`config.mk`:
```
export PLATFORM = sky130hd
export DESIGN_NAME = draw_cmd_scheduler_flat
export DESIGN_NICKNAME = d
export VERILOG_FILES = /design/src/rtl/draw_cmd_scheduler_pkg.sv /design/src/rtl/draw_cmd_scheduler_if.sv /design/src/rtl/draw_cmd_scheduler_fifo.sv /design/src/rtl/draw_cmd_scheduler.sv /design/src/flat_wrapper.sv
export SDC_FILE = /design/constraint.sdc
export NUM_CORES = 1
export LEC_CHECK = 0
export ABC_AREA = 0
export CORE_ASPECT_RATIO = 0.5
export CORE_MARGIN = 3
export CORE_UTILIZATION = 60
export DETAILED_ROUTE_END_ITERATION = 8
export GPL_TIMING_DRIVEN = 1
export PLACE_DENSITY = 0.92
export SYNTH_ARGS = -nofsm -noshare
export SYNTH_HDL_FRONTEND = slang
export SYNTH_SLANG_ARGS = --single-unit
export TNS_END_PERCENT = 50
```
`constraint.sdc`:
```
create_clock -name clk -period 4 [get_ports clk]
set_clock_uncertainty 0.05 [all_clocks]
set_input_delay 0.6 -clock clk [delete_from_list [all_inputs] [get_ports clk]]
set_output_delay 0.6 -clock clk [all_outputs]
set_load 0.02 [all_outputs]
```
`src/rtl/draw_cmd_scheduler_pkg.sv`:
```
// Shared types for the draw command path: scheduler states, queued command
// layout and per-vertex field offsets within the 48-bit coordinate word.
package gpu_draw_pkg;

    typedef enum logic [1:0] {
        IDLE,
        ISSUE,
        WAIT_DONE,
        SETTLE
    } sched_state_t;

    typedef struct packed {
        logic        is_tri;
        logic [47:0] coords;
    } draw_cmd_t;

    localparam int COORD_W = 8;
    localparam int X0      = 0;
    localparam int Y0      = 8;
    localparam int X1      = 16;
    localparam int Y1      = 24;
    localparam int X2      = 32;
    localparam int Y2      = 40;

endpackage

```
`src/rtl/draw_cmd_scheduler_if.sv`:
```
// Valid/ready command bus from the instruction decoder into the scheduler.
interface draw_cmd_scheduler_if;

    logic        cmd_valid;
    logic        cmd_ready;
    logic        cmd_tri;
    logic [47:0] cmd_coords;

    modport master (output cmd_valid, output cmd_tri, output cmd_coords, input cmd_ready);
    modport slave  (input cmd_valid, input cmd_tri, input cmd_coords, output cmd_ready);

endinterface

```
`src/rtl/draw_cmd_scheduler_fifo.sv`:
```
// Synchronous FIFO of draw commands; head is presented combinationally so a
// pop and the holding-register load happen on the same edge.
module draw_cmd_fifo
    import gpu_draw_pkg::*;
#(
    parameter int DEPTH = 4
) (
    input  logic                         clk,
    input  logic                         n_rst,
    input  logic                         push,
    input  draw_cmd_t                    push_data,
    input  logic                         pop,
    input  logic                         clear,
    output draw_cmd_t                    head,
    output logic                         full,
    output logic                         empty,
    output logic [$clog2(DEPTH+1)-1:0]   count
);

    localparam int AW = $clog2(DEPTH);
    localparam int CW = $clog2(DEPTH + 1);

    draw_cmd_t        mem [DEPTH];
    logic [AW-1:0]    wr_ptr_reg;
    logic [AW-1:0]    rd_ptr_reg;
    logic [CW-1:0]    count_reg;
    logic             push_ok;
    logic             pop_ok;

    // clear wins over both push and pop so a flush leaves nothing behind
    assign push_ok = push & ~full & ~clear;
    assign pop_ok  = pop & ~empty & ~clear;

    assign full  = (count_reg == CW'(DEPTH));
    assign empty = (count_reg == '0);
    assign count = count_reg;
    assign head  = mem[rd_ptr_reg];

    always_ff @(posedge clk) begin
        if (push_ok) begin
            mem[wr_ptr_reg] <= push_data;
        end
    end

    always_ff @(posedge clk or negedge n_rst) begin
        if (!n_rst) begin
            wr_ptr_reg <= '0;
            rd_ptr_reg <= '0;
            count_reg  <= '0;
        end else if (clear) begin
            wr_ptr_reg <= '0;
            rd_ptr_reg <= '0;
            count_reg  <= '0;
        end else begin
            if (push_ok) wr_ptr_reg <= wr_ptr_reg + 1'b1;
            if (pop_ok)  rd_ptr_reg <= rd_ptr_reg + 1'b1;
            case ({push_ok, pop_ok})
                2'b10:   count_reg <= count_reg + 1'b1;
                2'b01:   count_reg <= count_reg - 1'b1;
                default: count_reg <= count_reg;
            endcase
        end
    end

endmodule

```
`src/rtl/draw_cmd_scheduler.sv`:
```
// Buffers decoder draw commands and issues them one at a time to the
// Bresenham controller, holding coordinates steady and counting completions.
module draw_cmd_scheduler
    import gpu_draw_pkg::*;
#(
    parameter int DEPTH = 4,
    parameter int CNT_W = 16
) (
    input  logic                         clk,
    input  logic                         n_rst,
    draw_cmd_scheduler_if.slave          cmd,
    input  logic                         flush,
    output logic                         bla_en,
    output logic                         vertice_num,
    output logic [47:0]                  coordinates,
    input  logic                         bla_done,
    output logic                         busy,
    output logic [$clog2(DEPTH+1)-1:0]   fifo_count,
    output logic [CNT_W-1:0]             prims_done
);

    sched_state_t     state_reg;
    draw_cmd_t        hold_reg;
    logic             bla_en_reg;
    logic [CNT_W-1:0] prims_reg;

    draw_cmd_t        push_data;
    draw_cmd_t        head;
    logic             full;
    logic             empty;
    logic             pop;

    assign push_data = '{is_tri: cmd.cmd_tri, coords: cmd.cmd_coords};
    assign pop       = (state_reg == IDLE) & ~empty & ~flush;

    draw_cmd_fifo #(.DEPTH(DEPTH)) u_fifo (
        .clk       (clk),
        .n_rst     (n_rst),
        .push      (cmd.cmd_valid),
        .push_data (push_data),
        .pop       (pop),
        .clear     (flush),
        .head      (head),
        .full      (full),
        .empty     (empty),
        .count     (fifo_count)
    );

    assign cmd.cmd_ready = ~full & ~flush;
    assign busy          = (state_reg != IDLE) | ~empty;
    assign bla_en        = bla_en_reg;
    assign vertice_num   = hold_reg.is_tri;
    assign coordinates   = hold_reg.coords;
    assign prims_done    = prims_reg;

    always_ff @(posedge clk or negedge n_rst) begin
        if (!n_rst) begin
            state_reg  <= IDLE;
            hold_reg   <= '0;
            bla_en_reg <= 1'b0;
            prims_reg  <= '0;
        end else begin
            bla_en_reg <= 1'b0;
            case (state_reg)
                IDLE: begin
                    if (pop) begin
                        hold_reg   <= head;
                        bla_en_reg <= 1'b1;
                        state_reg  <= ISSUE;
                    end
                end
                ISSUE: state_reg <= WAIT_DONE;
                WAIT_DONE: begin
                    if (bla_done) begin
                        prims_reg <= prims_reg + 1'b1;
                        state_reg <= SETTLE;
                    end
                end
                // one dead cycle while the controller leaves its done state
                SETTLE:  state_reg <= IDLE;
                default: state_reg <= IDLE;
            endcase
        end
    end

endmodule

```
`src/flat_wrapper.sv`:
```
// flat-port wrapper written by rule: the top's interface ports become plain ports
module draw_cmd_scheduler_flat import gpu_draw_pkg::*;
#(
    parameter int DEPTH = 4,
    parameter int CNT_W = 16
)
  (clk, n_rst, flush, bla_en, vertice_num, coordinates, bla_done, busy, fifo_count, prims_done, cmd_cmd_valid, cmd_cmd_tri, cmd_cmd_coords, cmd_cmd_ready);
  draw_cmd_scheduler_if cmd_i ();
  input  logic clk;
  input  logic n_rst;
  input  logic flush;
  output logic bla_en;
  output logic vertice_num;
  output logic [47:0] coordinates;
  input  logic bla_done;
  output logic busy;
  output logic [$clog2(DEPTH+1)-1:0] fifo_count;
  output logic [CNT_W-1:0] prims_done;
  input wire logic [$bits(cmd_i.cmd_valid)-1:0] cmd_cmd_valid;
  input wire logic [$bits(cmd_i.cmd_tri)-1:0] cmd_cmd_tri;
  input wire logic [$bits(cmd_i.cmd_coords)-1:0] cmd_cmd_coords;
  output wire logic [$bits(cmd_i.cmd_ready)-1:0] cmd_cmd_ready;
  assign cmd_i.cmd_valid = cmd_cmd_valid;
  assign cmd_i.cmd_tri = cmd_cmd_tri;
  assign cmd_i.cmd_coords = cmd_cmd_coords;
  assign cmd_cmd_ready = cmd_i.cmd_ready;
  draw_cmd_scheduler #(.DEPTH(DEPTH), .CNT_W(CNT_W)) u_core (.clk(clk), .n_rst(n_rst), .cmd(cmd_i), .flush(flush), .bla_en(bla_en), .vertice_num(vertice_num), .coordinates(coordinates), .bla_done(bla_done), .busy(busy), .fifo_count(fifo_count), .prims_done(prims_done));
endmodule
```
==> flow_summary.json <==
{
  "critical_path_class": "in2out",
  "layout_common_cells": "196 x edfxtp_1, 123 x clkdlybuf4s50_1, 73 x dfrtp_1",
  "root_buffer": "clkbuf_16",
  "stdcell_count": 884,
  "dr.pass1.iters": 5,
  "synthAdderAreaFrac": 0.0114,
  "highest_layer": "met4",
  "ys.flop_type": "edfxtp_1",
  "multi_input_area_um2": 2580,
  "path_clk_slew_ps": 70,
  "maxCapViolations": 0,
  "grt_use_total": 0.236,
  "cts_setup_buffers": 0,
  "cts_buffer_depth": 3,
  "start_util": 0.628,
  "top_register": "u_core.u_fifo.mem",
  "crit_fanout": 10,
  "worst_pin_slew_ps": 1040,
  "dpl_cell_area_um2": 12000,
  "endpoint_kind": "output pin",
  "die_area_um2": 19300,
  "wirelength_mm": 22.1,
  "gp_congestion": 0.763,
  "antenna_found_initial": 0,
  "numCtsBuffers": 23,
  "via_per_inst": 5.89,
  "met2_length_mm": 11.5,
  "drt-met1-wl_mm": 8.69,
  "wire_per_inst_um": 25.0,
  "cts_tree": "done",
  "fillCellCount": 864,
  "dp_hpwl_mm": 12.6,
  "synth_seq_area_share": 0.735,
  "p_per_area_nw_per_um2": 656,
  "coreArea_um2": 16800,
  "area_delta_synth_final_pct": 20.6,
  "yosysUniqueCellTypes": 40,
  "cts_hold_buf": 0,
  "die_w_um": 194,
  "numClockSinks": 271,
  "h-tree-depth": 1,
  "nets": 703,
  "synth.mux.area_fraction": 0.177,
  "synthXorXnorAreaFrac": 0.0158,
  "min_period_over_period": 0.745,
  "ys_seq_elements": 271,
  "yosysWarningCount": 0,
  "postLayoutCellArea_um2": 12700,
  "layout-drive-gt1-share": 0.239,
  "worstPathArrival_ps": 2330,
  "initialDrtViolationCount": 354,
  "syn_area_um2": 10600,
  "num_vias": 5208,
  "hp-class": "in2async",
  "port_buffers": 124,
  "reg2reg_setup_slack_ps": 1450,
  "final-seq-area_um2": 7770,
  "r2r_cells": 4,
  "dpl.cell_count": 842,
  "hold_viol": 0,
  "worstPathRequired_ps": 3350,
  "met3_length_mm": 1.40,
  "async_flop_share": 0.277,
  "status": "finished clean",
  "grt_pass1_vias": 5615,
  "syn_nets": 567,
  "drc": 0,
  "relSlewSlack": 0.306,
  "fp.dieH_um": 99.8,
  "grt_max_degree": 52,
  "antennaDiodeCount": 0,
  "avgSynthCellArea_um2": 21.0,
  "maxSlewViolCount": 0,
  "io_pins": 125,
  "min_period_ps": 2980,
  "grt_first_pass_wirelength_mm": 34.3,
  "final.setup.tns_ps": 0,
  "overflow": 0,
  "largest_reg_flops": 196,
  "maxClockFrequency_ghz": 0.335,
  "mostFrequentLayoutCell": "edfxtp_1",
  "final_antenna_net_count": 0,
  "yosys.area_share.simple": 0.0293,
  "rsz0062_at_grt": "false",
  "cp-start-kind": "primary input",
  "max-vdd-ir-drop_mv": 0.380,
  "syn_inst": 504,
  "insertion_delay_ps": 520,
  "final-setup-viol-count": 0,
  "synth_compound_area_frac": 0.0107,
  "synth_top_family_by_area": "multiplexers",
  "cts_resized": 0,
  "placementRows": 33,
  "power_leakage_uw": 0.00451,
  "synth_edf_count": 196
}
-- layout make-up --
cell class | instances | share of cell area
Clock inverter | 9 | 0.00599
Tap cell | 227 | 0.0223
Sequential cell | 271 | 0.610
Timing Repair Buffer | 135 | 0.105
Clock buffer | 33 | 0.0521
Multi-Input combinational cell | 203 | 0.203
Inverter | 6 | 0.00177
-- worst max-delay path: stages --
cell	delay [ps]
clkdlybuf4s50_1	610
a21oi_1	430
clkdlybuf4s50_1	690
-- cell families (layout without fill, tap and decap cells) --
logic type / count (synthesis) / in the layout
mux: 101 / 101
compound gates: 18 / 18
xor+xnor: 19 / 19
fa+ha+maj: 9 / 9
simple gates: 56 / 56
flops: 271 / 271
buf+inv: 30 / 183
-- power by group --
| group | total (µW) | leakage (µW) | internal [µW] | switching (µW) |
|---|---|---|---|---|
| Clock | 2210 | 0.000359 | 1220 | 988 |
| Sequential | 3830 | 0.00272 | 3430 | 406 |
| Combinational | 2310 | 0.00144 | 1320 | 994 |
-- cell usage after synthesis (2+ instances only) --
library cell | count | area share
edfxtp_1 | 196 | 0.56
dfrtp_1 | 75 | 0.18
mux2_4 | 48 | 0.068
mux4_2 | 48 | 0.10
nor2_1 | 13 | 0.0046
buf_6 | 12 | 0.013
xnor2_1 | 12 | 0.010
nand2_1 | 11 | 0.0039
ha_1 | 8 | 0.0095
xor2_1 | 7 | 0.0058
and3_1 | 6 | 0.0036
inv_1 | 6 | 0.0021
nand3_1 | 6 | 0.0028
o21ai_0 | 6 | 0.0028
buf_2 | 5 | 0.0024
clkbuf_1 | 5 | 0.0018
nand4_1 | 5 | 0.0030
a21oi_1 | 4 | 0.0019
mux2_2 | 3 | 0.0032
nand3b_1 | 3 | 0.0021
a2111oi_0 | 2 | 0.0017
and2_1 | 2 | 0.0012
buf_4 | 2 | 0.0014
nand2b_1 | 2 | 0.0012
nor3_1 | 2 | 0.00095
-- path summary, 6_finish.rpt --
check	start	end
setup / recovery	flush	cmd_cmd_ready
hold / removal	n_rst	u_core.prims_done[13]
setup reg to reg	u_core.u_fifo.count[0]	u_core.u_fifo.mem[3][28]
hold reg to reg	u_core.prims_done[15]	u_core.prims_done[15]
max in group asynchronous	n_rst	u_core.coordinates[3]
min in group clk	u_core.prims_done[15]	u_core.prims_done[15]
-- through the flow --
step                      power, µW  setup slack (ps)  hold slack [ps]  utilization
after floorplan                5250              1000              254            -
after global placement         6060              1030              409        0.714
after detailed placement       6150               956              416        0.714
after CTS                      8420              1050              101        0.758
after global routing           8680               945              117        0.758
final                          8350              1020             67.7        0.758
-- layer usage --
metal  global-route usage  vias to the layer above
met1                0.314                     2702
met3               0.0423                       41
met2                0.412                      219
li1                     -                     2246
met4               0.0689                        0
met5                    0                        -
Note: power is estimated with default switching activity, not from simulation.
